**config.mk**
```make
export PLATFORM = sky130hd
export DESIGN_NAME = fetch_unit
export DESIGN_NICKNAME = d
export VERILOG_FILES = /design/src/rtl/fetch_unit.sv
export SDC_FILE = /design/constraint.sdc
export NUM_CORES = 1
export LEC_CHECK = 0
export CAP_MARGIN = 10
export CORE_MARGIN = 4
export CORE_UTILIZATION = 49
export CTS_BUF_LIST = sky130_fd_sc_hd__clkbuf_4
export DETAILED_ROUTE_END_ITERATION = 6
export PLACE_DENSITY = 0.88
export SETUP_SLACK_MARGIN = 0.5
export SLEW_MARGIN = 10
export SYNTH_ARGS = -nofsm -noshare
export SYNTH_HDL_FRONTEND = slang
export SYNTH_SLANG_ARGS = --single-unit
```
**constraint.sdc**
```tcl
create_clock -name clk -period 4 [get_ports clk]
set_input_delay 1.2 -clock clk [delete_from_list [all_inputs] [get_ports clk]]
set_output_delay 1.2 -clock clk [all_outputs]
set_load 0.01 [all_outputs]
```
**src/rtl/fetch_unit.sv**
```systemverilog
// IF stage: PC, one-deep fetch buffer and a req/ack port to imem. The IF/ID write comes 1 cycle after ack at the earliest.
// A stall holds the buffer and issues no new request once the buffer is full. A redirect flushes the buffer and drains any in-flight response.
module fetch_unit #(
    parameter int              PC_W     = 8,
    parameter int              INSTR_W  = 32,
    parameter logic [PC_W-1:0] RESET_PC = '0,
    parameter int              PC_INC   = 4
) (
    input  logic               clk,
    input  logic               rst_n,
    input  logic               stall_i,
    input  logic               redirect_i,
    input  logic [PC_W-1:0]    redirect_pc_i,
    output logic               imem_req_o,
    output logic [PC_W-1:0]    imem_addr_o,
    input  logic               imem_ack_i,
    input  logic [INSTR_W-1:0] imem_rdata_i,
    output logic [PC_W-1:0]    if_pc_o,
    output logic [INSTR_W-1:0] if_instr_o,
    output logic               if_we_o
);
    localparam logic [0:0] S_FETCH = 1'b0;
    localparam logic [0:0] S_DRAIN = 1'b1;

    logic [0:0]         state_q, state_d;
    logic [PC_W-1:0]    pc_q, pc_d;
    logic [PC_W-1:0]    addr_q, addr_d;
    logic               pend_q, pend_d;
    logic               buf_valid_q, buf_valid_d;
    logic [PC_W-1:0]    buf_pc_q, buf_pc_d;
    logic [INSTR_W-1:0] buf_instr_q, buf_instr_d;

    logic               deliver;
    logic               new_req;
    logic               req;
    logic               ack;
    logic [PC_W-1:0]    cur_addr;

    // A new request may only start when nothing is in flight; its address
    // is pc on the first cycle and the latched addr_q while it waits for ack.
    always_comb begin
        deliver  = buf_valid_q & ~stall_i & ~redirect_i;
        new_req  = (state_q == S_FETCH) & ~pend_q & (~buf_valid_q | deliver);
        req      = rst_n & (pend_q | new_req);
        ack      = imem_ack_i & req;
        cur_addr = pend_q ? addr_q : pc_q;
    end

    assign imem_req_o  = req;
    assign imem_addr_o = cur_addr;
    assign if_we_o     = deliver;
    assign if_pc_o     = buf_pc_q;
    assign if_instr_o  = buf_instr_q;

    always_comb begin
        state_d     = state_q;
        pc_d        = pc_q;
        addr_d      = addr_q;
        pend_d      = req & ~ack;
        buf_valid_d = buf_valid_q;
        buf_pc_d    = buf_pc_q;
        buf_instr_d = buf_instr_q;

        if (req && !pend_q) begin
            addr_d = pc_q;
        end

        if (redirect_i) begin
            pc_d        = redirect_pc_i;
            buf_valid_d = 1'b0;
            if (req && !ack) begin
                state_d = S_DRAIN;
            end
        end else if (state_q == S_FETCH) begin
            if (ack) begin
                buf_valid_d = 1'b1;
                buf_pc_d    = cur_addr;
                buf_instr_d = imem_rdata_i;
                pc_d        = pc_q + PC_W'(PC_INC);
            end else if (deliver) begin
                buf_valid_d = 1'b0;
            end
        end

        // The stale response finishes the drain even if another redirect lands with it.
        if (state_q == S_DRAIN && ack) begin
            state_d = S_FETCH;
        end
    end

    always_ff @(posedge clk or negedge rst_n) begin
        if (!rst_n) begin
            state_q     <= S_FETCH;
            pc_q        <= RESET_PC;
            addr_q      <= RESET_PC;
            pend_q      <= 1'b0;
            buf_valid_q <= 1'b0;
            buf_pc_q    <= '0;
            buf_instr_q <= '0;
        end else begin
            state_q     <= state_d;
            pc_q        <= pc_d;
            addr_q      <= addr_d;
            pend_q      <= pend_d;
            buf_valid_q <= buf_valid_d;
            buf_pc_q    <= buf_pc_d;
            buf_instr_q <= buf_instr_d;
        end
    end
endmodule
```
==> reports/qor.tcl <==
set qor(multi_input_area_um2) 963
set qor(grtUsageTotal_pct) 20.1
set qor(effective_utilization_at_floorplan_pct) 51.5
set qor(timing.critical_path.max_delay_family) {buffers and inverters}
set qor(timing.critical_path.arrival_ns) 2.24
set qor(ys_seq_elements) 59
set qor(setup_violations) 0
set qor(num_vias) 1842
set qor(final-max-slew-violation-count) 0
set qor(grt_overflow_total) 0
set qor(grt_start_max_net_pins) 47
set qor(syn_to_final_growth_pct) 49.3
set qor(route.antenna.remaining_nets) 0
set qor(h-tree-depth) 3
set qor(synth.top_cell.area_share_pct) 59.5
set qor(fp.dieArea_um2) 6260
set qor(worst-path-max-fanout) 13
set qor(crit_type) {input port to output port}
set qor(critPathMaxStageDelay_ns) 0.46
set qor(pwr-share-clk_pct) 21.1
set qor(p_switching_mw) 0.709
set qor(synth.largest_area_cell) {sky130_fd_sc_hd__dfrtp_1}
set qor(critPathRequiredTime_ns) 2.80
set qor(grt_pass1_wl_um) 9600
set qor(synth-async-reset-ratio_pct) 100
set qor(worstHoldPathType) {flip-flop to flip-flop}
set qor(power.share.switching_pct) 28.1
set qor(floorplan.io_pins) 95
set qor(fp-row-count) 25
set qor(clockBufferDepth) 2
set qor(synth.cell_area_um2) 2480
set qor(worstSetupStartpointType) {input port}
set qor(comb_power_share_pct) 39.6
set qor(worst_hold_slack_ns) 0.512
set qor(synth_top_flop_cell) {sky130_fd_sc_hd__dfrtp_1}
set qor(routed_wirelength_um) 5810
set qor(cts_tree) {built}
set qor(fin_worst_skew_ns) 0.00948
set qor(root_buffer_selected_by_cts) {sky130_fd_sc_hd__clkbuf_4}
set qor(syn-instance-count) 175
set qor(synth_area_per_cell_um2) 14.2
set qor(numPlacedInstances) 334
set qor(clock-sinks) 59
set qor(final-seq-area_um2) 1480
set qor(ys_types) 29
set qor(core_area_um2) 4820
set qor(fraction_of_layout_cells_with_a_size_suffix_above_1_pct) 29.9
set qor(series_of_cell_instances_along_the_critical_path) {clkdlybuf4s50_1 -> buf_6 -> nor3b_2 -> clkdlybuf4s15_2}
set qor(n_antenna_cell) 0
set qor(worstSkewPairLatency_ns) 0.39
set qor(clock_buffer_count_from_cts) 9
set qor(rsz0062_at_grt) {false}
set qor(detailedPlacementHpwl_um) 4090
set qor(synth_enable_flop_cells) 0
set qor(buffer_ports.inserted) 94
set qor(drv_cap) 0
set qor(dr.pass1.iters) 4
set qor(place_congestion) 0.799
set qor(final_hold_viol_count) 0
set qor(ys_top_cells_by_area) {sky130_fd_sc_hd__dfrtp_1 60%, sky130_fd_sc_hd__mux2_2 26%, sky130_fd_sc_hd__a31oi_1 1.3%}
set qor(maxSlewHeadroom_pct) 62.5
set qor(critical_path_buf_inv_count) 3
set qor(cts_hold_buffers) 0
set qor(leakage_power_nw) 1.53
set qor(detailedRoute.firstIterationViolations) 98
set qor(sequential_fraction_of_design_power_pct) 39.3
set qor(critical_path.endpoint_type) {output port}
set qor(route.detailed.wl_per_inst_um) 16.5
set qor(clkSlewWorstSetupHoldPaths_ns) 0.10
set qor(timing.fmax_mhz) 290
set qor(vdd.ir_drop.worst_uv) 382
set qor(die_x_um) 79.1
set qor(floorplan.die.height_um) 79.1
set qor(vias_in_the_first_global_route) 1956
set qor(power_density_nw_per_um2) 683
set qor(synth-seq-area-share_pct) 59.5
set qor(timing.critical_path.slowest_stage_cell) {sky130_fd_sc_hd__clkdlybuf4s50_1}
set qor(status) {finished, final reports clean}
set qor(post-route-min-period_ns) 3.44
set qor(timing.setup.tns_ns) 0
set qor(syn_nets) 221
set qor(drc) 0
set qor(final_nets) 325
set qor(worst-slew-pin-transition_ns) 0.563
set qor(synth_warnings) 0
set qor(finalCritPeriodShare_pct) 86.1
set qor(stdcell_count) 351
set qor(p_int_mw) 1.82
set qor(detail_route.vias_per_cell) 5.25
set qor(antenna_violations_before_repair) 0
set qor(fill_cells) 341
## flip-flops by register name, indices dropped and copies added, names as in the netlist
name,flops
addr_q,8
buf_valid_q,1
if_instr_o,32
if_pc_o,8
pc_q,8
pend_q,1
state_q,1
## worst reg2reg max path: cells and delay by family, from the launching register on
family / cells / cell delay, ns
flip-flops: 1 / 0.64
AND/OR/NAND/NOR: 2 / 0.55
multiplexers: 1 / 0.39
buffers and inverters: 1 / 0.36
## synth_stat cells, types with 2 or more instances
cell and count:
sky130_fd_sc_hd__dfrtp_1 59, sky130_fd_sc_hd__mux2_2 57, sky130_fd_sc_hd__a31oi_1 5, sky130_fd_sc_hd__o21ai_0 5, sky130_fd_sc_hd__buf_2 4, sky130_fd_sc_hd__nand2_1 4
sky130_fd_sc_hd__nor2_1 4, sky130_fd_sc_hd__clkbuf_1 3, sky130_fd_sc_hd__inv_1 3, sky130_fd_sc_hd__nand3b_1 3, sky130_fd_sc_hd__nor2b_1 3, sky130_fd_sc_hd__or4_1 3
sky130_fd_sc_hd__a21oi_1 2, sky130_fd_sc_hd__and3b_1 2, sky130_fd_sc_hd__nand3_1 2, sky130_fd_sc_hd__nor4_1 2, sky130_fd_sc_hd__o31ai_1 2
## per-stage QoR
step	util, %	area (um^2)	setup WS (ns)	power [mW]
after floorplan	-	2480	1.07	1.42
after global placement	72.8	3510	0.108	1.97
after detailed placement	72.8	3510	0.0958	2.01
after CTS	76.7	3700	0.498	2.56
after global routing	76.9	3700	0.503	2.68
final	76.9	3700	0.557	2.53
## final cells by class
cell class	instances	share of cell area, %
Clock buffer	10	2.03
Clock inverter	6	2.81
Inverter	3	0.304
Multi-Input combinational cell	105	26.0
Sequential cell	59	39.9
Tap cell	67	2.26
Timing Repair Buffer	101	26.7
## power by group through the flow
stage               clock network [mW]  registers (mW)  logic (mW)
floorplan                            0            1.08       0.337
global placement                     0           0.986       0.988
detailed placement                   0            1.01        1.01
CTS                              0.547           0.996        1.02
global route                     0.573            1.04        1.07
finish                           0.534           0.994        1.00
## routing by layer
metal	global-route usage (%)	vias to the layer above	share of wire, %
li1	-	858	-
met3	4.88	17	5.6
met5	0	-	0
met4	12.9	0	3.6
met2	31.1	65	48
met1	25.3	902	42
## final timing paths
kind	start	endpoint	slack, ns	depth (start not counted)
worst min register to register	if_instr_o[24]	if_instr_o[24]	0.51	1
worst min-delay path	if_instr_o[24]	if_instr_o[24]	0.51	1
worst max register to register	pend_q	if_instr_o[10]	1.95	4
worst max-delay path	redirect_i	if_we_o	0.56	4
min in group asynchronous	rst_n	if_instr_o[12]	0.78	2
max in group asynchronous	rst_n	if_instr_o[1]	2.67	2
## logic make-up after synthesis
| group | count (synthesis) | share of synthesized area, % |
|---|---|---|
| AO/OA/AOI/OAI | 17 | 4.39 |
| adder cells (fa/ha/maj) | 1 | 0.504 |
| buffers and inverters | 11 | 2.17 |
| flip-flops | 59 | 59.5 |
| multiplexers | 57 | 25.9 |
| AND/OR/NAND/NOR | 30 | 7.52 |
## timing repair
action | in CTS | in global routing
setup buffers | 1 | 0
pin swaps | 1 | 2
endpoints found under the setup margin | 2 | 2
gates resized for setup | 7 | 4
## cell usage in the layout, fill, tap and decap left out, types with 3 or more instances in the layout
cell type / instances
sky130_fd_sc_hd__nor2_1: 4
sky130_fd_sc_hd__o21ai_0: 4
sky130_fd_sc_hd__inv_1: 3
sky130_fd_sc_hd__clkdlybuf4s50_1: 91
sky130_fd_sc_hd__mux2_2: 57
sky130_fd_sc_hd__clkbuf_4: 10
sky130_fd_sc_hd__nor2b_1: 3
sky130_fd_sc_hd__a31oi_1: 5
sky130_fd_sc_hd__or4_1: 3
sky130_fd_sc_hd__nand3b_1: 3
sky130_fd_sc_hd__bufinv_16: 3
sky130_fd_sc_hd__nand2_1: 4
sky130_fd_sc_hd__buf_4: 6
sky130_fd_sc_hd__dfrtp_1: 59
(Power assumes the default switching activity.)
